`src/rtl/msg_overlay_pkg.sv`:
```
// Shared constants for the message overlay: geometry, message ids, modes and glyph bitmaps.
// Bitmap rows are stored MSB-first, so bit BMP_W-1 is the leftmost cell (column 0).
package msg_overlay_pkg;

  localparam int BMP_W      = 20;
  localparam int BMP_H      = 20;
  localparam int NUM_MSG    = 4;
  localparam int SCALE_LOG2 = 3;
  localparam int MSG_W      = $clog2(NUM_MSG);
  localparam int ROW_W      = $clog2(BMP_H);
  localparam int COL_W      = $clog2(BMP_W);
  localparam int W_PIX      = BMP_W << SCALE_LOG2;
  localparam int H_PIX      = BMP_H << SCALE_LOG2;

  localparam logic [MSG_W-1:0] MSG_START = MSG_W'(0);
  localparam logic [MSG_W-1:0] MSG_LOSE  = MSG_W'(1);
  localparam logic [MSG_W-1:0] MSG_BLANK = MSG_W'(2);
  localparam logic [MSG_W-1:0] MSG_WIN   = MSG_W'(3);

  typedef enum logic [1:0] {
    MODE_STATIC = 2'b00,
    MODE_BLINK  = 2'b01,
    MODE_SLIDE  = 2'b10,
    MODE_RSVD   = 2'b11
  } mode_e;

  localparam logic [BMP_W-1:0] BITMAP [NUM_MSG][BMP_H] = '{
    '{20'hFFFFF, 20'h80001, 20'hBDEF5, 20'hA1245, 20'hA1245, 20'hBD245, 20'h85245,
      20'h85245, 20'hBD245, 20'h80001, 20'h80001, 20'hBDEF5, 20'hA1295, 20'hA1295,
      20'hBDEE5, 20'hA1285, 20'hA1285, 20'hBD285, 20'h80001, 20'hFFFFF},
    '{20'h00000, 20'h21E7F, 20'h21240, 20'h21240, 20'h21240, 20'h2127E, 20'h21242,
      20'h21242, 20'h3DE7F, 20'h00000, 20'h00000, 20'h7FFFE, 20'h40002, 20'h4FFF2,
      20'h40002, 20'h4FFF2, 20'h40002, 20'h7FFFE, 20'h00000, 20'h00000},
    '{default: '0},
    '{20'h00000, 20'h6DB6D, 20'h44924, 20'h44924, 20'h55B24, 20'h55924, 20'h7FB24,
      20'h2AB24, 20'h2AB24, 20'h00000, 20'h00000, 20'h0F0F0, 20'h1F8F8, 20'h3FCFC,
      20'h1F8F8, 20'h0F0F0, 20'h06060, 20'h00000, 20'hFFFFF, 20'h00000}
  };

endpackage

```
`src/rtl/msg_glyph_rom.sv`:
```
// Registered glyph lookup: one bitmap cell per clock.
// Out-of-range indices read as dark so garbage coordinates can never produce X.
module msg_glyph_rom
  import msg_overlay_pkg::*;
(
  input  logic             clk,
  input  logic [MSG_W-1:0] i_msg,
  input  logic [ROW_W-1:0] i_row,
  input  logic [COL_W-1:0] i_col,
  output logic             o_bit
);

  logic w_in_range;
  assign w_in_range = ({1'b0, i_msg} < (MSG_W+1)'(NUM_MSG)) &&
                      (i_row < ROW_W'(BMP_H)) && (i_col < COL_W'(BMP_W));

  always_ff @(posedge clk) begin
    if (w_in_range) o_bit <= BITMAP[i_msg][i_row][COL_W'(BMP_W-1) - i_col];
    else            o_bit <= 1'b0;
  end

endmodule

```
`src/rtl/msg_overlay.sv`:
```
// Bitmap message overlay: frame-synchronised message/mode switching, blink and slide-in,
// and a two-stage pixel pipeline producing the per-pixel overlay enable.
module msg_overlay
  import msg_overlay_pkg::*;
#(
  parameter int ORG_X        = 240,
  parameter int ORG_Y        = 160,
  parameter int BLINK_FRAMES = 30,
  parameter int SLIDE_STEP   = 4
) (
  input  logic             clk,
  input  logic             rst,
  input  logic [9:0]       i_px_x,
  input  logic [9:0]       i_px_y,
  input  logic             i_px_valid,
  input  logic             i_frame_start,
  input  logic             i_msg_req,
  input  logic [MSG_W-1:0] i_msg_sel,
  input  logic [1:0]       i_mode,
  output logic             o_msg_busy,
  output logic             o_overlay_on,
  output logic [MSG_W-1:0] o_cur_msg
);

  localparam int STAGES  = 2;
  localparam int SLIDE_W = $clog2(H_PIX + 1);
  localparam int BLK_W   = $clog2(BLINK_FRAMES + 1);
  localparam logic signed [10:0] ORG_X_S = 11'(ORG_X);
  localparam logic signed [10:0] ORG_Y_S = 11'(ORG_Y);
  localparam logic signed [10:0] W_PIX_S = 11'(W_PIX);
  localparam logic signed [10:0] H_PIX_S = 11'(H_PIX);

  logic [MSG_W-1:0]   r_cur_msg, r_pend_sel;
  mode_e              r_mode, r_pend_mode;
  logic               r_busy, r_visible;
  logic [BLK_W-1:0]   r_blink_cnt;
  logic [SLIDE_W-1:0] r_slide_off;

  // A request arriving on the frame_start cycle itself takes priority over the pending one.
  logic               w_apply;
  logic [MSG_W-1:0]   w_app_sel, w_app_msg;
  mode_e              w_app_mode;

  assign w_apply    = i_frame_start & (i_msg_req | r_busy);
  assign w_app_sel  = i_msg_req ? i_msg_sel : r_pend_sel;
  assign w_app_mode = i_msg_req ? mode_e'(i_mode) : r_pend_mode;
  assign w_app_msg  = ({1'b0, w_app_sel} >= (MSG_W+1)'(NUM_MSG)) ? MSG_BLANK : w_app_sel;

  always_ff @(posedge clk) begin
    if (rst) begin
      r_busy      <= 1'b0;
      r_pend_sel  <= '0;
      r_pend_mode <= MODE_STATIC;
      r_cur_msg   <= MSG_BLANK;
      r_mode      <= MODE_STATIC;
      r_blink_cnt <= '0;
      r_visible   <= 1'b1;
      r_slide_off <= '0;
    end else if (i_frame_start) begin
      r_busy <= 1'b0;
      if (w_apply) begin
        r_cur_msg   <= w_app_msg;
        r_mode      <= w_app_mode;
        r_blink_cnt <= '0;
        r_visible   <= 1'b1;
        r_slide_off <= (w_app_mode == MODE_SLIDE) ? SLIDE_W'(H_PIX) : '0;
      end else begin
        if (r_mode == MODE_BLINK) begin
          if (r_blink_cnt == BLK_W'(BLINK_FRAMES - 1)) begin
            r_blink_cnt <= '0;
            r_visible   <= ~r_visible;
          end else begin
            r_blink_cnt <= r_blink_cnt + BLK_W'(1);
          end
        end
        if (r_mode == MODE_SLIDE)
          r_slide_off <= (r_slide_off > SLIDE_W'(SLIDE_STEP)) ?
                         r_slide_off - SLIDE_W'(SLIDE_STEP) : '0;
      end
    end else if (i_msg_req) begin
      r_pend_sel  <= i_msg_sel;
      r_pend_mode <= mode_e'(i_mode);
      r_busy      <= 1'b1;
    end
  end

  // S1: window test and cell coordinates; the slide offset shifts the bitmap down.
  logic signed [10:0] w_dx, w_dy, w_slide_s, w_dy_rel;
  logic               w_in_win;

  assign w_dx      = $signed({1'b0, i_px_x}) - ORG_X_S;
  assign w_dy      = $signed({1'b0, i_px_y}) - ORG_Y_S;
  assign w_slide_s = $signed(11'(r_slide_off));
  assign w_dy_rel  = w_dy - w_slide_s;
  assign w_in_win  = i_px_valid && (w_dx >= 11'sd0) && (w_dx < W_PIX_S) &&
                     (w_dy >= w_slide_s) && (w_dy < H_PIX_S);

  logic [STAGES:1]  r_vld_pipe;
  logic [ROW_W-1:0] r_row;
  logic [COL_W-1:0] r_col;
  logic             w_rom_bit;

  always_ff @(posedge clk) begin
    if (rst) begin
      r_vld_pipe <= '0;
      r_row      <= '0;
      r_col      <= '0;
    end else begin
      r_vld_pipe[1] <= w_in_win;
      r_vld_pipe[2] <= r_vld_pipe[1] & r_visible;
      r_row         <= ROW_W'(w_dy_rel >>> SCALE_LOG2);
      r_col         <= COL_W'(w_dx >>> SCALE_LOG2);
    end
  end

  // S2: the ROM register and the gate register share the same edge.
  msg_glyph_rom u_rom (
    .clk   (clk),
    .i_msg (r_cur_msg),
    .i_row (r_row),
    .i_col (r_col),
    .o_bit (w_rom_bit)
  );

  assign o_overlay_on = r_vld_pipe[STAGES] & w_rom_bit;
  assign o_msg_busy   = r_busy;
  assign o_cur_msg    = r_cur_msg;

endmodule
```
`config.mk`:
```
export PLATFORM = sky130hd
export DESIGN_NAME = msg_overlay
export DESIGN_NICKNAME = d
export VERILOG_FILES = /design/src/rtl/msg_overlay_pkg.sv /design/src/rtl/msg_glyph_rom.sv /design/src/rtl/msg_overlay.sv
export SDC_FILE = /design/constraint.sdc
export NUM_CORES = 1
export LEC_CHECK = 0
export BUFFER_PORTS_ARGS = -buffer_cell sky130_fd_sc_hd__buf_2
export CAP_MARGIN = 20
export CORE_MARGIN = 8
export CORE_UTILIZATION = 50
export CTS_BUF_LIST = sky130_fd_sc_hd__clkbuf_2
export CTS_CLUSTER_DIAMETER = 200
export DETAILED_ROUTE_END_ITERATION = 10
export PLACE_DENSITY_LB_ADDON = 0.12
export SETUP_SLACK_MARGIN = 0.15
export SYNTH_ARGS = -nofsm -noshare
export SYNTH_HDL_FRONTEND = slang
export SYNTH_HIERARCHICAL = 1
export SYNTH_SLANG_ARGS = --single-unit
export TNS_END_PERCENT = 30
```
`constraint.sdc`:
```
create_clock -name clk -period 2.4 [get_ports clk]
set_input_delay 0.12 -clock clk [delete_from_list [all_inputs] [get_ports clk]]
set_output_delay 0.12 -clock clk [all_outputs]
set_load 0.005 [all_outputs]
```
==> summary.txt <==
Top_reg_cell synth: dfxtp_1
Final Cell Area: 4150 sq um
Final setup viols: 0
Nets: 552
Num Clock Sinks: 34
Post-synth ARST share: 0
Share of the synthesized area in the top cell type: 0.194
Max Freq: 419 MHz
Top delay family on crit path: compound AO/OA/AOI/OAI gates
Cell area after synthesis: 3510 sq um
Wire length per cell: 17.2 um
Top-level I/O count: 33
Largest cells by area after synthesis: dfxtp_1 (19%), ha_1 (8.2%), nor2_1 (4.7%), a21oi_1 (4.6%), o21ai_0 (3.8%)
Hpwl dp: 7850 um
Area after DPL: 3920 sq um
Period utilisation layout: 0.993
Outcome: complete, no violations
Synth cell types: 76
Buffers and inverters on the worst path: 3
Port Buf Inserts: 27
Clock latency on the worst-skew pair: 0.36 ns
Slew HR: 0.673
Master of the slowest instance on the critical path: dfxtp_4
Pleak: 1.65 nW
Min Tclk post-route: 2.38 ns
Worst EP required: 2.65 ns
H-tree depth: 2
Slew Viols, Final: 0
Synth warn: 6
Final wirelength: 10300 um
CTS root buf: clkbuf_2
Ant diodes: 0
GRT Overall Usage: 0.207
Post-DRT Antenna Nets: 0
CTS Buffer Depth: 2
Min Hold Slack: 0.0839 ns
Max FO, Critical Path: 4
Die Height: 99.8 um
Top cell by count, worst path: buf_4
Starting Density: 0.517
Hold Path Class: primary input to flip-flop
Iteration count of the initial detailed-routing pass: 5
CP arrival: 2.64 ns
Syn-to-layout area delta: 18.0%
Die area: 9970 sq um
Global-route wire length before repair: 16900 um
Die X-Extent: 99.8 um
Max cap viols: 0
#FFs+latches synth: 34
Syn nets: 499
Worst-Margin Slew: 0.489 ns
Number of global-route vias before repair: 3515
Cell Pwr Density: 550 nW/um^2
Routability congestion estimate: 1.01
CTS Buf Count: 5
CTS tree: done
Sequential share of the synthesized area: 0.194
Synth cell count leaders: nor2_1 (44), dfxtp_1 (34), a21oi_1 (32)
Startpoint types: flip-flop
First DRT Iteration DRCs: 323
Synth area leader: dfxtp_1
Post-synth EDFFs: 0
Clk_skew: 0.0146 ns
DR vias/cell: 6.03
CP cell instances: clkinvlp_4, buf_4, buf_4, ha_1, and3b_1, a21oi_2, o21ai_0, a311oi_1, nor3_2, o221ai_1, a21oi_1
Core area: 6790 sq um
Remaining DRCs: 0
Total grt overflow: 0
CP endpoint kind: flip-flop
Most common cell in the synthesized netlist: nor2_1
Post-Syn Instances: 447
Worst vdd ir: 373 uV
Clock transition at path regs: 0.18 ns
CP Class: flip-flop to flip-flop
Via Count: 3599
Largest net degree at the start of global routing: 28
Initial antenna violation count: 0
RSZ-0062 raised after global routing: true
Share of cells above drive strength 1: 0.281
Max stage delay on crit path: 0.39 ns
Final Hold Vio Count: 0
Row cnt: 30
Synthesized area per cell: 7.86 sq um
[cell usage in the layout, fill, tap and decap left out, drive strengths merged, types with 14 or more instances in the layout]
| cell type | netlist | final |
|---|---|---|
| nand3 | 16 | 16 |
| nor3 | 16 | 16 |
| dfxtp | 34 | 34 |
| nand2 | 25 | 25 |
| inv | 22 | 21 |
| nor2 | 48 | 48 |
| ha | 23 | 23 |
| a21oi | 33 | 33 |
| nor2b | 14 | 14 |
| buf | 21 | 72 |
| o21ai | 34 | 34 |
[flip-flops by register name (all words and copies together) (netlist names)]
signal / cells
r_col: 5
r_mode: 2
r_blink_cnt: 5
r_pend_sel: 2
o_cur_msg: 2
r_visible: 1
r_row: 5
r_vld_pipe: 2
r_slide_off: 6
r_pend_mode: 2
u_rom/o_bit: 1
o_msg_busy: 1
[where the power goes]
part / internal (W) / leakage [nW] / switching [W]
logic: 0.000573 / 1.34 / 0.000763
registers: 0.000617 / 0.280 / 0.0000703
clock network: 0.0000718 / 0.0304 / 0.000185
total: 0.00126 / 1.65 / 0.00102
[through the flow]
stage	setup TNS [ns]	instances	util	worst slack [ns]	total power (W)
after CTS	0	594	0.601	0.122	0.00223
after global placement	0	579	0.577	0.0356	0.00192
final	0	597	0.610	0.0156	0.00228
after detailed placement	0	579	0.577	0.0521	0.00191
after global routing	-0.0425	597	0.610	-0.0425	0.00243
after floorplan	0	447	-	0.0444	0.00157
[worst register-to-register path, cell delays in order (launching register included)]
cell        delay [ns]
dfxtp_4           0.39
clkinvlp_4        0.13
buf_4             0.16
buf_4             0.12
ha_1              0.22
and3b_1           0.19
a21oi_2           0.14
o21ai_0           0.14
a311oi_1          0.37
nor3_2            0.10
o221ai_1          0.23
a21oi_1           0.10
[cell type report]
type	instances	area [sq um]
Multi-Input combinational cell	358	2650
Clock buffer	6	30.0
Tap cell	96	120
Inverter	24	93.8
Clock inverter	2	8.76
Timing Repair Buffer	77	556
Sequential cell	34	688
Fill cell	596	2650
[kinds of logic (layout without fill, tap and decap cells)]
family	Yosys count	after routing	synth area share
XOR/XNOR	20	20	0.0499
adder cells (fa/ha/maj)	23	23	0.0819
buffers and inverters	55	109	0.0819
flip-flops	34	34	0.194
multiplexers	18	18	0.0627
AND/OR/NAND/NOR	156	156	0.238
AO/OA/AOI/OAI	141	141	0.292
[per-layer routing]
metal,vias up,track usage,wire length [um]
li1,1731,-,-
met1,1639,0.232,4140
met2,184,0.353,4930
met3,45,0.0353,752
met4,0,0.135,471
met5,-,0,0
[path summary, 6_finish.rpt]
kind | startpoint | slack, ns | endpoint | depth (start not counted)
setup / recovery | o_cur_msg[1] | 0.02 | u_rom/o_bit | 11
hold / removal | i_px_x[7] | 0.08 | r_col[4] | 3
setup reg to reg | o_cur_msg[1] | 0.02 | u_rom/o_bit | 11
hold reg to reg | r_vld_pipe[1] | 0.44 | r_vld_pipe[2] | 2
[timing repair]
item	CTS	global route
setup endpoints to repair	1	1
buffers inserted	2	3
gates resized for setup	12	11
pin swaps	11	13
hold buffers	5	0
endpoints found under the hold margin	5	0
No activity file was read; power rests on OpenSTA's default activity.
